[config.mk]
export PLATFORM = sky130hd
export DESIGN_NAME = rr_arbiter_4
export DESIGN_NICKNAME = d
export VERILOG_FILES = /design/src/rtl/arb_pkg.sv /design/src/rtl/decoder_2to4.sv /design/src/rtl/rr_pick.sv /design/src/rtl/rr_arbiter_4.sv
export SDC_FILE = /design/constraint.sdc
export NUM_CORES = 1
export LEC_CHECK = 0
export CAP_MARGIN = 20
export CORE_UTILIZATION = 25
export DETAILED_ROUTE_END_ITERATION = 6
export MAX_ROUTING_LAYER = met4
export PLACE_DENSITY = 0.48
export SYNTH_ARGS = -nofsm -noshare
export SYNTH_HDL_FRONTEND = slang
export SYNTH_SLANG_ARGS = --single-unit
[constraint.sdc]
create_clock -name clk -period 3 [get_ports clk]
set_clock_uncertainty 0.05 [all_clocks]
set_input_delay 0.6 -clock clk [delete_from_list [all_inputs] [get_ports clk]]
set_output_delay 0.6 -clock clk [all_outputs]
set_load 0.05 [all_outputs]
[src/rtl/arb_pkg.sv]
// Shared definitions for the round-robin arbiter.
//   NUM_REQ : number of requesters sharing the resource
//   IDX_W   : width of an encoded requester index
//   state_t : arbiter FSM state encoding
package arb_pkg;
  localparam int NUM_REQ = 4;
  localparam int IDX_W   = 2;

  typedef enum logic {
    S_IDLE  = 1'b0,
    S_GRANT = 1'b1
  } state_t;
endpackage

[src/rtl/decoder_2to4.sv]
// Enabled 2-to-4 one-hot decoder.
//   i_en  : when 0 the output is all zero
//   i_in  : encoded index
//   o_out : one-hot decode of i_in, or zero
module decoder_2to4 (
  input  logic       i_en,
  input  logic [1:0] i_in,
  output logic [3:0] o_out
);
  always_comb begin
    o_out = 4'b0000;
    if (i_en) o_out = 4'b0001 << i_in;
  end
endmodule

[src/rtl/rr_pick.sv]
// Combinational rotating priority encoder.
//   i_req : request vector
//   i_ptr : highest-priority index; order is ptr, ptr+1, ... mod NUM_REQ
//   o_idx : first requesting index in that order (i_ptr when none)
//   o_any : at least one request is set
module rr_pick
  import arb_pkg::*;
(
  input  logic [NUM_REQ-1:0] i_req,
  input  logic [IDX_W-1:0]   i_ptr,
  output logic [IDX_W-1:0]   o_idx,
  output logic               o_any
);
  logic [IDX_W-1:0] w_cand;

  // Scan from lowest priority to highest so the last hit is the winner.
  always_comb begin
    o_idx  = i_ptr;
    w_cand = i_ptr;
    for (int i = NUM_REQ - 1; i >= 0; i--) begin
      w_cand = i_ptr + IDX_W'(i);
      if (i_req[w_cand]) o_idx = w_cand;
    end
    o_any = |i_req;
  end
endmodule

[src/rtl/rr_arbiter_4.sv]
// Four-way round-robin arbiter with a registered grant and hold limit.
//   clk, rst  : clock (rising edge) and asynchronous active-high reset
//   en        : allows new grants to be issued
//   req       : level-sensitive requests, held until served
//   done      : owner completion pulse
//   gnt       : one-hot grant bus, zero when idle
//   gnt_id    : encoded owner index
//   gnt_valid : a grant is active
//   timeout   : one-cycle pulse after a hold-limit revocation
module rr_arbiter_4
  import arb_pkg::*;
#(
  parameter int MAX_HOLD = 16,
  parameter int CNT_W    = 5
) (
  input  logic               clk,
  input  logic               rst,
  input  logic               en,
  input  logic [NUM_REQ-1:0] req,
  input  logic               done,
  output logic [NUM_REQ-1:0] gnt,
  output logic [IDX_W-1:0]   gnt_id,
  output logic               gnt_valid,
  output logic               timeout
);
  state_t           r_state;
  logic [IDX_W-1:0] r_ptr;
  logic [IDX_W-1:0] r_gnt_id;
  logic             r_gnt_valid;
  logic             r_timeout;
  logic [CNT_W-1:0] r_hold_cnt;

  logic [IDX_W-1:0] w_pick_ptr;
  logic [IDX_W-1:0] w_pick_idx;
  logic             w_any;
  logic             w_own_req;
  logic             w_hold_hit;
  logic             w_release;
  logic             w_to;

  // On release the pointer moves past the current owner, and the
  // immediate re-pick must already use that new pointer.
  assign w_pick_ptr = (r_state == S_GRANT) ? IDX_W'(r_gnt_id + 1'b1) : r_ptr;

  rr_pick u_pick (
    .i_req (req),
    .i_ptr (w_pick_ptr),
    .o_idx (w_pick_idx),
    .o_any (w_any)
  );

  assign w_own_req  = req[r_gnt_id];
  assign w_hold_hit = (MAX_HOLD != 0) && (r_hold_cnt == CNT_W'(MAX_HOLD - 1));
  assign w_release  = done | ~w_own_req | w_hold_hit;
  // Timeout only flags revocations the owner did not cause itself.
  assign w_to       = w_hold_hit & ~done & w_own_req;

  always_ff @(posedge clk or posedge rst) begin
    if (rst) begin
      r_state     <= S_IDLE;
      r_ptr       <= '0;
      r_gnt_id    <= '0;
      r_gnt_valid <= 1'b0;
      r_timeout   <= 1'b0;
      r_hold_cnt  <= '0;
    end else begin
      r_timeout <= 1'b0;
      case (r_state)
        S_IDLE: begin
          if (en && w_any) begin
            r_gnt_id    <= w_pick_idx;
            r_gnt_valid <= 1'b1;
            r_hold_cnt  <= '0;
            r_state     <= S_GRANT;
          end
        end
        S_GRANT: begin
          if (w_release) begin
            r_ptr      <= w_pick_ptr;
            r_timeout  <= w_to;
            r_hold_cnt <= '0;
            if (en && w_any) begin
              r_gnt_id <= w_pick_idx;
            end else begin
              r_gnt_valid <= 1'b0;
              r_state     <= S_IDLE;
            end
          end else if (r_hold_cnt != '1) begin
            r_hold_cnt <= r_hold_cnt + CNT_W'(1);
          end
        end
        default: r_state <= S_IDLE;
      endcase
    end
  end

  // gnt_valid is cleared by the async reset, so gnt drops with rst.
  decoder_2to4 u_dec (
    .i_en  (r_gnt_valid),
    .i_in  (r_gnt_id),
    .o_out (gnt)
  );

  assign gnt_id    = r_gnt_id;
  assign gnt_valid = r_gnt_valid;
  assign timeout   = r_timeout;
endmodule

==> flow_summary.json <==
{
  "clock_path_buffers": 2,
  "grt_use_met1": 0.136,
  "drcViolationCount": 0,
  "layout_worst_path_cycle_share": 0.864,
  "cts_made_buffers": 3,
  "final_max_slew_viol_count": 0,
  "antenna_cells": 0,
  "antenna_left": 0,
  "setup_viol_count_final": 0,
  "path_cells": "inv_1 -> ha_1 -> and2_1 -> clkdlybuf4s50_1",
  "drive_gt1_frac": 0.112,
  "status": "completed",
  "hold_class": "flip-flop to flip-flop",
  "ys_ff_latch": 12,
  "fin_cells": 142,
  "fin_tns_setup_ns": 0,
  "wl_mm": 1.67,
  "seq_area_frac_synth": 0.371,
  "cts_tree": "built",
  "cp.required_ns": 2.35,
  "nets": 115,
  "maxSlewHeadroom": 0.647,
  "cts_root_buf": "clkbuf_4",
  "syn-cell-area_sq_um": 810,
  "drt_first_pass_iters": 3,
  "die-area_sq_um": 3470,
  "fmax_mhz": 386,
  "cts_repair_resize_count": 0,
  "worstHoldStart": "r_hold_cnt[3]$_DFFE_PP0P_",
  "placed_cell_area_sq_um": 1010,
  "top_usage_layer": "met2",
  "critPathSlowestCell": "clkdlybuf4s50_1",
  "arrival_ns": 1.94,
  "hold_viol": 0,
  "end_kind": "primary output",
  "power_per_cell_area_nw_per_um2": 798,
  "post-route-min-period_ns": 2.59,
  "crit_family": "buffers and inverters",
  "max_stage_delay_ns": 0.80,
  "clkTransAtPathRegs_ns": 0.08,
  "num_vias": 645,
  "layout_setup_ws_ns": 0.408,
  "htreeDepth": 1,
  "final_cell_area_sq_um": 1050,
  "dpl.cell_count": 138,
  "yosysWarnings": 0,
  "synthDistinctLibCells": 30,
  "port_buffers": 15,
  "vias_per_cell": 4.54,
  "avgSynthCellArea_sq_um": 10.2,
  "hold_buffers": 0,
  "rsz0062_at_grt": "false",
  "clkLatencyLatePin_ns": 0.27,
  "num_rows": 20,
  "antenna_found_initial": 0,
  "die_height_microns": 58.9,
  "postCtsSetupBuffers": 0,
  "place_hpwl_mm": 1.27,
  "crit_fanout": 7,
  "grt_pass1_wl_mm": 2.79,
  "met2_usage": 0.162,
  "core-area_sq_um": 3050,
  "p_leak_nw": 0.474,
  "maxCapViolCount": 0,
  "io_pins": 16,
  "wl_per_cell_microns": 11.8,
  "place.gp.congestion": 0.799,
  "grt_pass1_vias": 614,
  "syn-num-nets": 95,
  "peakVddDrop_v": 0.000168,
  "grt_max_degree": 13,
  "reg2reg_from": "r_hold_cnt[0]$_DFFE_PP0P_",
  "syn_inst": 79,
  "grt-ovfl-total": 0,
  "finish.utilization": 0.344,
  "pre_cts_slack_ns": 0.244,
  "drtIter0Drc": 7,
  "worstSetupStartpointType": "flip-flop",
  "numClockSinks": 12,
  "fp.dieW_microns": 58.9,
  "tightest_slew_ns": 0.522,
  "grt_use_met3": 0.0374,
  "crit_type": "flip-flop to primary output",
  "grt_use_total": 0.112,
  "start_util": 0.265,
  "worst-path-buf-inv": 2,
  "startpoint": "gnt_id[0]$_DFFE_PP0P_",
  "areaGrowthSynthToFinish_pct": 29.8
}
-- routing by layer --
layer  routed length, microns  vias up
li1                         -      336
met1                      809      300
met2                      785        7
met3                       48        2
met4                       27        0
met5                        0        -
-- report_power, final --
part           total (W)  internal, W  switching (W)
sequential      0.000252     0.000200      0.0000515
clock           0.000128    0.0000737      0.0000545
combinational   0.000459     0.000191       0.000268
-- cell usage in the layout (no fill, tap or decap), types with 4 or more instances in the layout --
cell	n
a31oi_1	4
nand2_1	4
and2_1	4
ha_1	8
clkdlybuf4s50_1	15
inv_1	7
dfrtp_1	12
nor2_1	5
-- sequential cells by signal, indices dropped and copies added (netlist names) --
| signal | cells |
|---|---|
| timeout | 1 |
| gnt_id | 2 |
| r_hold_cnt | 5 |
| r_ptr | 2 |
| r_state | 1 |
| gnt_valid | 1 |
-- metrics by stage --
| step | power, W | hold slack, ns |
|---|---|---|
| 3_5_place_dp | 0.000718 | 0.415 |
| 2_1_floorplan | 0.000580 | 0.387 |
| 4_1_cts | 0.000854 | 0.438 |
| 3_3_place_gp | 0.000716 | 0.439 |
| 6_report | 0.000839 | 0.441 |
| 5_1_grt | 0.000908 | 0.464 |
-- synth_stat cells --
library cell,count,share of area
a2111oi_0,1,0.011
a211oi_1,1,0.0093
a21o_1,1,0.0093
a21oi_1,1,0.0062
a22o_1,2,0.022
a2bb2oi_1,1,0.011
a31o_1,1,0.011
a31o_2,1,0.011
a31oi_1,4,0.031
a32oi_1,1,0.011
and2_1,4,0.031
and3_1,2,0.015
and4b_1,1,0.012
dfrtp_1,12,0.37
ha_1,8,0.12
inv_1,7,0.032
mux2_4,3,0.056
mux2i_1,2,0.025
mux4_2,1,0.028
nand2_1,4,0.019
nand2_2,2,0.015
nand2b_1,3,0.023
nand3b_1,1,0.0093
nand4b_1,1,0.011
nor2_1,5,0.023
nor2b_1,1,0.0077
nor3b_1,1,0.0093
o21ai_0,3,0.019
o31ai_1,3,0.028
o41ai_1,1,0.011
-- cells by family after synthesis --
family          count (synthesis)  synth area share
simple gates                   25             0.176
compound gates                 21             0.189
mux                             6             0.108
flops                          12             0.371
fa+ha+maj                       8             0.124
buf+inv                         7            0.0325
-- worst paths after layout --
| kind | to | slack, ns | depth (start not counted) |
|---|---|---|---|
| setup reg to reg | r_hold_cnt[0]$_DFFE_PP0P_ | 0.78 | 7 |
| max in group asynchronous | gnt_id[0]$_DFFE_PP0P_ | 1.97 | 2 |
| hold / removal | r_hold_cnt[3]$_DFFE_PP0P_ | 0.44 | 1 |
| hold reg to reg | r_hold_cnt[3]$_DFFE_PP0P_ | 0.44 | 1 |
| min in group asynchronous | timeout$_DFF_PP0_ | 0.59 | 2 |
| setup / recovery | gnt[2] | 0.41 | 4 |
-- cell type report --
type | instances | area [sq um]
fill | 326 | 2000
multi-input combinational | 60 | 483
sequential | 12 | 300
timing repair buffer | 15 | 150
tap | 44 | 55.1
clock buffer | 4 | 36.3
inverter | 7 | 26.3
-- worst reg2reg max path: stages, from the launching register on --
cell and delay, ns:
dfrtp_1 0.41, ha_1 0.24, and3_1 0.21, ha_1 0.21, nor3b_1 0.46, nand3b_1 0.21
nor2_1 0.21, mux2_4 0.18
Power figures use the tool's default switching activity.
